## src/rtl/nfc_dispatch_pkg.sv

```systemverilog
// Shared types and constants for the NFC command dispatcher: FSM state encoding,
// ACG field widths and the values the ACG port holds while no command owns it.
package nfc_dispatch_pkg;

  typedef enum logic {
    ST_IDLE = 1'b0,
    ST_OWN  = 1'b1
  } state_e;

  localparam int ACG_CMD_W  = 8;
  localparam int ACG_OPT_W  = 3;
  localparam int ACG_NOD_W  = 16;
  localparam int ACG_CAD_W  = 40;
  localparam int ACG_RET_W  = 8;

  localparam logic [ACG_CMD_W-1:0] ACG_IDLE_COMMAND  = 8'h00;
  localparam logic [ACG_OPT_W-1:0] ACG_IDLE_OPTION   = 3'h0;
  localparam logic [ACG_NOD_W-1:0] ACG_IDLE_NUMDATA  = 16'h0000;
  localparam logic                 ACG_IDLE_CASELECT = 1'b1;
  localparam logic [ACG_CAD_W-1:0] ACG_IDLE_CADATA   = 40'h00_0000_0000;

endpackage

```

## src/rtl/nfc_acg_owner_mux.sv

```systemverilog
// One-hot owner select of the command modules' ACG request fields onto the
// shared ACG port, and demux of the ACG Ready/LastStep return path to the owner.
module nfc_acg_owner_mux
  import nfc_dispatch_pkg::*;
#(
  parameter int NumberOfCmds = 4,
  parameter int NumberOfWays = 4
) (
  input  logic [NumberOfCmds-1:0]              iSel,
  input  logic [ACG_CMD_W*NumberOfCmds-1:0]    iCmd_ACG_Command,
  input  logic [ACG_OPT_W*NumberOfCmds-1:0]    iCmd_ACG_CommandOption,
  input  logic [NumberOfWays*NumberOfCmds-1:0] iCmd_ACG_TargetWay,
  input  logic [ACG_NOD_W*NumberOfCmds-1:0]    iCmd_ACG_NumOfData,
  input  logic [NumberOfCmds-1:0]              iCmd_ACG_CASelect,
  input  logic [ACG_CAD_W*NumberOfCmds-1:0]    iCmd_ACG_CAData,
  input  logic [ACG_RET_W-1:0]                 iACG_Ready,
  input  logic [ACG_RET_W-1:0]                 iACG_LastStep,
  output logic [ACG_CMD_W-1:0]                 oACG_Command,
  output logic [ACG_OPT_W-1:0]                 oACG_CommandOption,
  output logic [NumberOfWays-1:0]              oACG_TargetWay,
  output logic [ACG_NOD_W-1:0]                 oACG_NumOfData,
  output logic                                 oACG_CASelect,
  output logic [ACG_CAD_W-1:0]                 oACG_CAData,
  output logic [ACG_RET_W*NumberOfCmds-1:0]    oCmd_ACG_Ready,
  output logic [ACG_RET_W*NumberOfCmds-1:0]    oCmd_ACG_LastStep
);

  always_comb begin
    oCmd_ACG_Ready    = '0;
    oCmd_ACG_LastStep = '0;
    if (iSel == '0) begin
      oACG_Command       = ACG_IDLE_COMMAND;
      oACG_CommandOption = ACG_IDLE_OPTION;
      oACG_TargetWay     = '0;
      oACG_NumOfData     = ACG_IDLE_NUMDATA;
      oACG_CASelect      = ACG_IDLE_CASELECT;
      oACG_CAData        = ACG_IDLE_CADATA;
    end else begin
      // Select is one-hot, so OR-ing the selected slices onto a zero base is a plain mux.
      oACG_Command       = '0;
      oACG_CommandOption = '0;
      oACG_TargetWay     = '0;
      oACG_NumOfData     = '0;
      oACG_CASelect      = 1'b0;
      oACG_CAData        = '0;
      for (int i = 0; i < NumberOfCmds; i++) begin
        if (iSel[i]) begin
          oACG_Command       = oACG_Command       | iCmd_ACG_Command[ACG_CMD_W*i +: ACG_CMD_W];
          oACG_CommandOption = oACG_CommandOption | iCmd_ACG_CommandOption[ACG_OPT_W*i +: ACG_OPT_W];
          oACG_TargetWay     = oACG_TargetWay     | iCmd_ACG_TargetWay[NumberOfWays*i +: NumberOfWays];
          oACG_NumOfData     = oACG_NumOfData     | iCmd_ACG_NumOfData[ACG_NOD_W*i +: ACG_NOD_W];
          oACG_CASelect      = oACG_CASelect      | iCmd_ACG_CASelect[i];
          oACG_CAData        = oACG_CAData        | iCmd_ACG_CAData[ACG_CAD_W*i +: ACG_CAD_W];
          oCmd_ACG_Ready[ACG_RET_W*i +: ACG_RET_W]    = iACG_Ready;
          oCmd_ACG_LastStep[ACG_RET_W*i +: ACG_RET_W] = iACG_LastStep;
        end
      end
    end
  end

endmodule

```

## src/rtl/nfc_command_dispatcher.sv

```systemverilog
// Arbitrates the shared ACG port between NFC command modules: the module whose
// Start fires on an accepted host valid owns the ACG until its LastStep or a watchdog timeout.
module nfc_command_dispatcher
  import nfc_dispatch_pkg::*;
#(
  parameter int NumberOfWays = 4,
  parameter int NumberOfCmds = 4,
  parameter int TimeoutWidth = 24
) (
  input  logic                                 iSystemClock,
  input  logic                                 iReset,
  input  logic                                 iCMDValid,
  output logic                                 oCMDReady,
  output logic                                 oCmd_CMDValid,
  input  logic [NumberOfCmds-1:0]              iCmd_CMDReady,
  input  logic [NumberOfCmds-1:0]              iCmd_Start,
  input  logic [NumberOfCmds-1:0]              iCmd_LastStep,
  input  logic [ACG_CMD_W*NumberOfCmds-1:0]    iCmd_ACG_Command,
  input  logic [ACG_OPT_W*NumberOfCmds-1:0]    iCmd_ACG_CommandOption,
  input  logic [NumberOfWays*NumberOfCmds-1:0] iCmd_ACG_TargetWay,
  input  logic [ACG_NOD_W*NumberOfCmds-1:0]    iCmd_ACG_NumOfData,
  input  logic [NumberOfCmds-1:0]              iCmd_ACG_CASelect,
  input  logic [ACG_CAD_W*NumberOfCmds-1:0]    iCmd_ACG_CAData,
  output logic [ACG_RET_W*NumberOfCmds-1:0]    oCmd_ACG_Ready,
  output logic [ACG_RET_W*NumberOfCmds-1:0]    oCmd_ACG_LastStep,
  output logic [ACG_CMD_W-1:0]                 oACG_Command,
  output logic [ACG_OPT_W-1:0]                 oACG_CommandOption,
  output logic [NumberOfWays-1:0]              oACG_TargetWay,
  output logic [ACG_NOD_W-1:0]                 oACG_NumOfData,
  output logic                                 oACG_CASelect,
  output logic [ACG_CAD_W-1:0]                 oACG_CAData,
  input  logic [ACG_RET_W-1:0]                 iACG_Ready,
  input  logic [ACG_RET_W-1:0]                 iACG_LastStep,
  output logic [NumberOfCmds-1:0]              oOwner,
  output logic                                 oDecodeError,
  output logic                                 oTimeout
);

  state_e                    state_q, state_d;
  logic [NumberOfCmds-1:0]   owner_q, owner_d;
  logic [TimeoutWidth-1:0]   watchdog_q, watchdog_d;
  logic                      decode_error_q, decode_error_d;
  logic                      timeout_q, timeout_d;

  logic                      cmd_ready;
  logic                      accept;
  logic [NumberOfCmds-1:0]   start_lowest;
  logic                      start_multi;
  logic                      owner_last;
  logic [TimeoutWidth-1:0]   watchdog_inc;

  assign cmd_ready    = (state_q == ST_IDLE) && (&iCmd_CMDReady);
  assign accept       = iCMDValid && cmd_ready;
  assign start_lowest = iCmd_Start & (~iCmd_Start + NumberOfCmds'(1));
  assign start_multi  = |(iCmd_Start & (iCmd_Start - NumberOfCmds'(1)));
  assign owner_last   = |(owner_q & iCmd_LastStep);
  assign watchdog_inc = watchdog_q + TimeoutWidth'(1);

  // NOTE: every always_comb output gets a default before any branch, so no path
  // leaves a signal unassigned and no latch is inferred.
  always_comb begin
    state_d        = state_q;
    owner_d        = owner_q;
    watchdog_d     = watchdog_q;
    decode_error_d = decode_error_q;
    timeout_d      = timeout_q;
    unique case (state_q)
      ST_IDLE: begin
        if (accept) begin
          if ((iCmd_Start == '0) || start_multi) decode_error_d = 1'b1;
          if (iCmd_Start != '0) begin
            owner_d    = start_lowest;
            state_d    = ST_OWN;
            watchdog_d = '0;
          end
        end
      end
      ST_OWN: begin
        // The watchdog counts OWN cycles; the cycle whose count reaches all-ones
        // is the last one. A LastStep in that same cycle wins over the timeout.
        if (owner_last) begin
          owner_d = '0;
          state_d = ST_IDLE;
        end else if (&watchdog_inc) begin
          timeout_d = 1'b1;
          owner_d   = '0;
          state_d   = ST_IDLE;
        end else begin
          watchdog_d = watchdog_inc;
        end
      end
      default: begin
        owner_d = '0;
        state_d = ST_IDLE;
      end
    endcase
  end

  // NOTE: sequential state uses non-blocking assignments so every flop samples
  // its _d value from before the clock edge, independent of statement order.
  always_ff @(posedge iSystemClock) begin
    if (iReset) begin
      state_q        <= ST_IDLE;
      owner_q        <= '0;
      watchdog_q     <= '0;
      decode_error_q <= 1'b0;
      timeout_q      <= 1'b0;
    end else begin
      state_q        <= state_d;
      owner_q        <= owner_d;
      watchdog_q     <= watchdog_d;
      decode_error_q <= decode_error_d;
      timeout_q      <= timeout_d;
    end
  end

  assign oCMDReady     = cmd_ready;
  assign oCmd_CMDValid = accept;
  assign oOwner        = owner_q;
  assign oDecodeError  = decode_error_q;
  assign oTimeout      = timeout_q;

  nfc_acg_owner_mux #(
    .NumberOfCmds (NumberOfCmds),
    .NumberOfWays (NumberOfWays)
  ) u_owner_mux (
    .iSel                   (owner_q),
    .iCmd_ACG_Command       (iCmd_ACG_Command),
    .iCmd_ACG_CommandOption (iCmd_ACG_CommandOption),
    .iCmd_ACG_TargetWay     (iCmd_ACG_TargetWay),
    .iCmd_ACG_NumOfData     (iCmd_ACG_NumOfData),
    .iCmd_ACG_CASelect      (iCmd_ACG_CASelect),
    .iCmd_ACG_CAData        (iCmd_ACG_CAData),
    .iACG_Ready             (iACG_Ready),
    .iACG_LastStep          (iACG_LastStep),
    .oACG_Command           (oACG_Command),
    .oACG_CommandOption     (oACG_CommandOption),
    .oACG_TargetWay         (oACG_TargetWay),
    .oACG_NumOfData         (oACG_NumOfData),
    .oACG_CASelect          (oACG_CASelect),
    .oACG_CAData            (oACG_CAData),
    .oCmd_ACG_Ready         (oCmd_ACG_Ready),
    .oCmd_ACG_LastStep      (oCmd_ACG_LastStep)
  );

endmodule

```

## config.mk

```make
export PLATFORM = sky130hd
export DESIGN_NAME = nfc_command_dispatcher
export DESIGN_NICKNAME = d
export VERILOG_FILES = /design/src/rtl/nfc_dispatch_pkg.sv /design/src/rtl/nfc_acg_owner_mux.sv /design/src/rtl/nfc_command_dispatcher.sv
export SDC_FILE = /design/constraint.sdc
export NUM_CORES = 1
export LEC_CHECK = 0
export CORE_AREA = 2 2 182 184
export DETAILED_ROUTE_END_ITERATION = 12
export DIE_AREA = 0 0 184 186
export GPL_TIMING_DRIVEN = 1
export PLACE_DENSITY = 0.54
export SYNTH_ARGS = -nofsm -noshare
export SYNTH_HDL_FRONTEND = slang
export SYNTH_SLANG_ARGS = --single-unit
export TNS_END_PERCENT = 50
```

## constraint.sdc

```tcl
create_clock -name iSystemClock -period 2.8 [get_ports iSystemClock]
set_input_delay 0.56 -clock iSystemClock [delete_from_list [all_inputs] [get_ports iSystemClock]]
set_output_delay 0.56 -clock iSystemClock [all_outputs]
set_load 0.01 [all_outputs]
```

==> out/results.tsv, run 1 <==
stage	metric	value	unit
run_status	status	complete, no violations	
floorplan	rows	66	
setup_path	crit_fanout	3	
logic_synthesis	synth-seq-cells	31	
clock_network	cts_htree_levels	2	
layout	area_growth	145	%
routing	drt_iter0_drc	406	
setup_path	r2r_slack	0.19	ns
sta	rsz0062_at_grt	false	
setup_path	cpMostUsedCell	clkdlybuf4s50_1	
layout	drive_gt1_frac	0.0806	
flow_run	cap_violations	0	
power_and_ir_drop	power.clock.fraction	0.335	
clock_network	clkLatencyLatePin	0.28	ns
floorplan	io-pin-count	463	
logic_synthesis	ys_warn_count	0	
logic_synthesis	synth-edff-count	0	
power_and_ir_drop	p_leak	3.50	nW
global_route	grt_pass1_wl	42600	µm
power_and_ir_drop	sw_frac_of_total	0.235	
power_and_ir_drop	ir_drop	0.209	mV
global_route	grt.overflow.total	0	
routing	remaining_drc_errors	0	
placement	io_buffers	462	
logic_synthesis	yosys.cell_count.top_type	a22oi_1	
power_and_ir_drop	power.sequential.fraction	0.278	
logic_synthesis	synth.distinct_cells	54	
sta	fin_crit	2.66	ns
routing	post_drt_via_cell_ratio	4.44	
floorplan	die_w	184	µm
setup_path	slowest_delay	0.53	ns
setup_path	end_kind	primary output	
global_route	grt_pass1_vias	6111	
setup_path	crit_type	primary input to primary output	
routing	post_drt_wl_per_cell	22.1	µm
placement	dp.cells	1467	
power_and_ir_drop	powerDensity	167	mW/mm²
routing	firstDrtPassIters	5	
clock_network	cts_buffers	5	
logic_synthesis	synth_fp_nets	915	
routing	vias	6561	
logic_synthesis	syn_avg_cell_area	6.57	µm²
floorplan	die_y	186	µm
min_path	worstHoldPathType	flop to flop	
sta	worst_hold_slack	0.445	ns
min_path	hold_start	oDecodeError$_SDFFE_PP0P_	
logic_synthesis	synthTopCellsByArea	a22oi_1 28%, dfxtp_1 16%, and2_1 10%	
logic_synthesis	yosysTopAreaCell	a22oi_1	
logic_synthesis	synthesis.area	0.00390	mm²
placement	place_ws	-0.0327	ns
setup_path	worstPathCellList	clkdlybuf4s50_1 -> nand4_1 -> nor3b_1 -> buf_4 -> clkdlybuf4s50_1	
sta	maxSlewViolCount	0	
power_and_ir_drop	total_power	1.59	mW
logic_synthesis	synth_commonest_cells	147 x a22oi_1, 99 x nand2_1, 65 x and2_1, 49 x clkbuf_1, 31 x dfxtp_1	
clock_network	clock-sinks	31	
layout	final_cell_area	0.00954	mm²
logic_synthesis	async_flop_share	0	
setup_path	critPathRequiredTime	2.24	ns
logic_synthesis	synth_top_area_frac	0.283	
clock_network	cts_root_buffer	clkbuf_16	
global_route	grtUsageTotal	0.171	
placement	post_dp_cell_area	0.00935	mm²
setup_path	slowest_stage	clkdlybuf4s50_1	
floorplan	fp.coreArea	0.0322	mm²
clock_network	cts.clk_slew.worst_paths	0.05	ns
layout	nets	1387	
global_route	antenna_found_initial	2	
routing	postRouteAntennaNets	0	
sta	skew	0.00581	ns
sta	tightest_slew	0.520	ns
global_route	grt_max_degree	42	
sta	finalSetupViolCount	0	
sta	max_freq	376	MHz
setup_path	r2r_end	watchdog_q[10]$_SDFFE_PP0P_	
layout	fin_cells	1477	
power_and_ir_drop	pwr-share-comb	0.387	
logic_synthesis	dominantRegCellSynth	dfxtp_1	
min_path	hold_path_end	oDecodeError$_SDFFE_PP0P_	
setup_path	reg2reg_depth	11	
clock_network	clk_path_buf_depth	2	
sta	setup_slack	0.143	ns
logic_synthesis	yosysSeqAreaShare	0.159	
sta	hold_viol_final	0	
placement	hpwlAfterDp	26900	µm
setup_path	critical_path.startpoint_type	primary input	
setup_path	arrival	2.10	ns
clock_network	cts_tree	yes	
sta	post-route-period-util	0.949	
power_and_ir_drop	p_sw	0.374	mW
routing	wl	32600	µm
logic_synthesis	postSynthCellCount	594	
floorplan	dieArea	0.0342	mm²
setup_path	rr_startpoint	watchdog_q[0]$_SDFFE_PP0P_	
min_path	whs_path_depth	2	
floorplan	start_util	0.121	
power_and_ir_drop	power.internal	1.22	mW
sta	max-slew-margin-rel	0.653	
placement	finalWeightedCongestion	0.889	
clock_network	cts-hold-fix-buffers	0	
-- registers in the layout, summed over array words and instances (netlist names) --
name,count
oDecodeError,1
oOwner,4
oTimeout,1
state_q,1
watchdog_q,24
-- repair_timing --
| action | CTS | global route |
|---|---|---|
| endpoints found under the setup margin | 0 | 19 |
| resized for setup | 0 | 8 |
| setup buffers | 0 | 0 |
-- final cells by class --
type	count	area (µm²)
multi-input combinational	496	3060
timing repair buffer	523	5150
tap	408	510
clock inverter	1	5.00
fill	3447	22700
clock buffer	7	133
sequential	31	637
antenna	2	5.00
inverter	9	33.8
-- critical path: cells and delay by family --
family | cells | cell delay [ns]
simple gates | 2 | 0.39
buf+inv | 3 | 1.15
-- cells in the final DEF, fill, tap and decap left out, types with 3 or more instances in the layout --
master	instances
a21oi_1	20
a22oi_1	147
and2_1	65
buf_12	6
buf_4	57
clkbuf_16	5
clkdlybuf4s50_1	459
dfxtp_1	26
dfxtp_4	4
inv_1	8
nand2_1	99
nand3_1	17
nand4_1	11
nor2_1	27
nor2b_1	4
nor3_1	8
nor4_1	10
nor4_2	3
o211ai_1	4
o21ai_0	19
or3_1	3
or4_1	5
xnor2_1	6
xor2_1	3
-- per-layer routing --
metal | wire, µm | global-route usage | share of wire
met5 | 0 | 0 | 0
met4 | 78 | 0.00928 | 0.0024
met3 | 3940 | 0.0800 | 0.12
met2 | 14600 | 0.262 | 0.45
met1 | 13900 | 0.227 | 0.43
-- through the flow --
stage          setup TNS (ns)  utilization
6_report                    0        0.296
5_1_grt                     0        0.296
4_1_cts                     0        0.295
3_5_place_dp          -0.0614        0.290
3_3_place_gp          -0.0170        0.290
2_1_floorplan               0            -
-- logic make-up after synthesis --
kind of cell | after synthesis | share of synthesized area
and+or+nand+nor | 271 | 0.356
AOI/OAI and AO/OA | 214 | 0.393
buffers and inverters | 67 | 0.0654
DFF | 31 | 0.159
xor gates and xnor gates | 9 | 0.0202
adders and majority gates | 2 | 0.00642
-- power by group through the flow --
stage	Sequential, mW	Combinational, mW	Clock, mW
2_1_floorplan	0.454	0.0614	0
3_3_place_gp	0.451	0.611	0
3_5_place_dp	0.451	0.613	0
4_1_cts	0.442	0.619	0.528
5_1_grt	0.442	0.651	0.552
6_report	0.442	0.616	0.532
-- how the worst max path moves through the flow --
stage / startpoint / to / slack [ns]
2_1_floorplan: watchdog_q[0]$_SDFFE_PP0P_ / watchdog_q[15]$_SDFFE_PP0P_ / 0.04
3_3_place_gp: iCmd_CMDReady[2] / watchdog_q[13]$_SDFFE_PP0P_ / -0.01
3_5_place_dp: iCmd_CMDReady[2] / watchdog_q[10]$_SDFFE_PP0P_ / -0.03
4_1_cts: oOwner[1]$_SDFFE_PP0P_ / oACG_NumOfData[14] / 0.05
5_1_grt: watchdog_q[2]$_SDFFE_PP0P_ / watchdog_q[5]$_SDFFE_PP0P_ / 0.03
6_report: iCmd_CMDReady[2] / oCmd_CMDValid / 0.14
(Power assumes the default switching activity.)
==> inputs of run 2 (changes only) <==
SLEW_MARGIN = 5   (was unset)
==> results of run 2 <==
The final DEF is identical to that of run 1; final timing and power are the same.
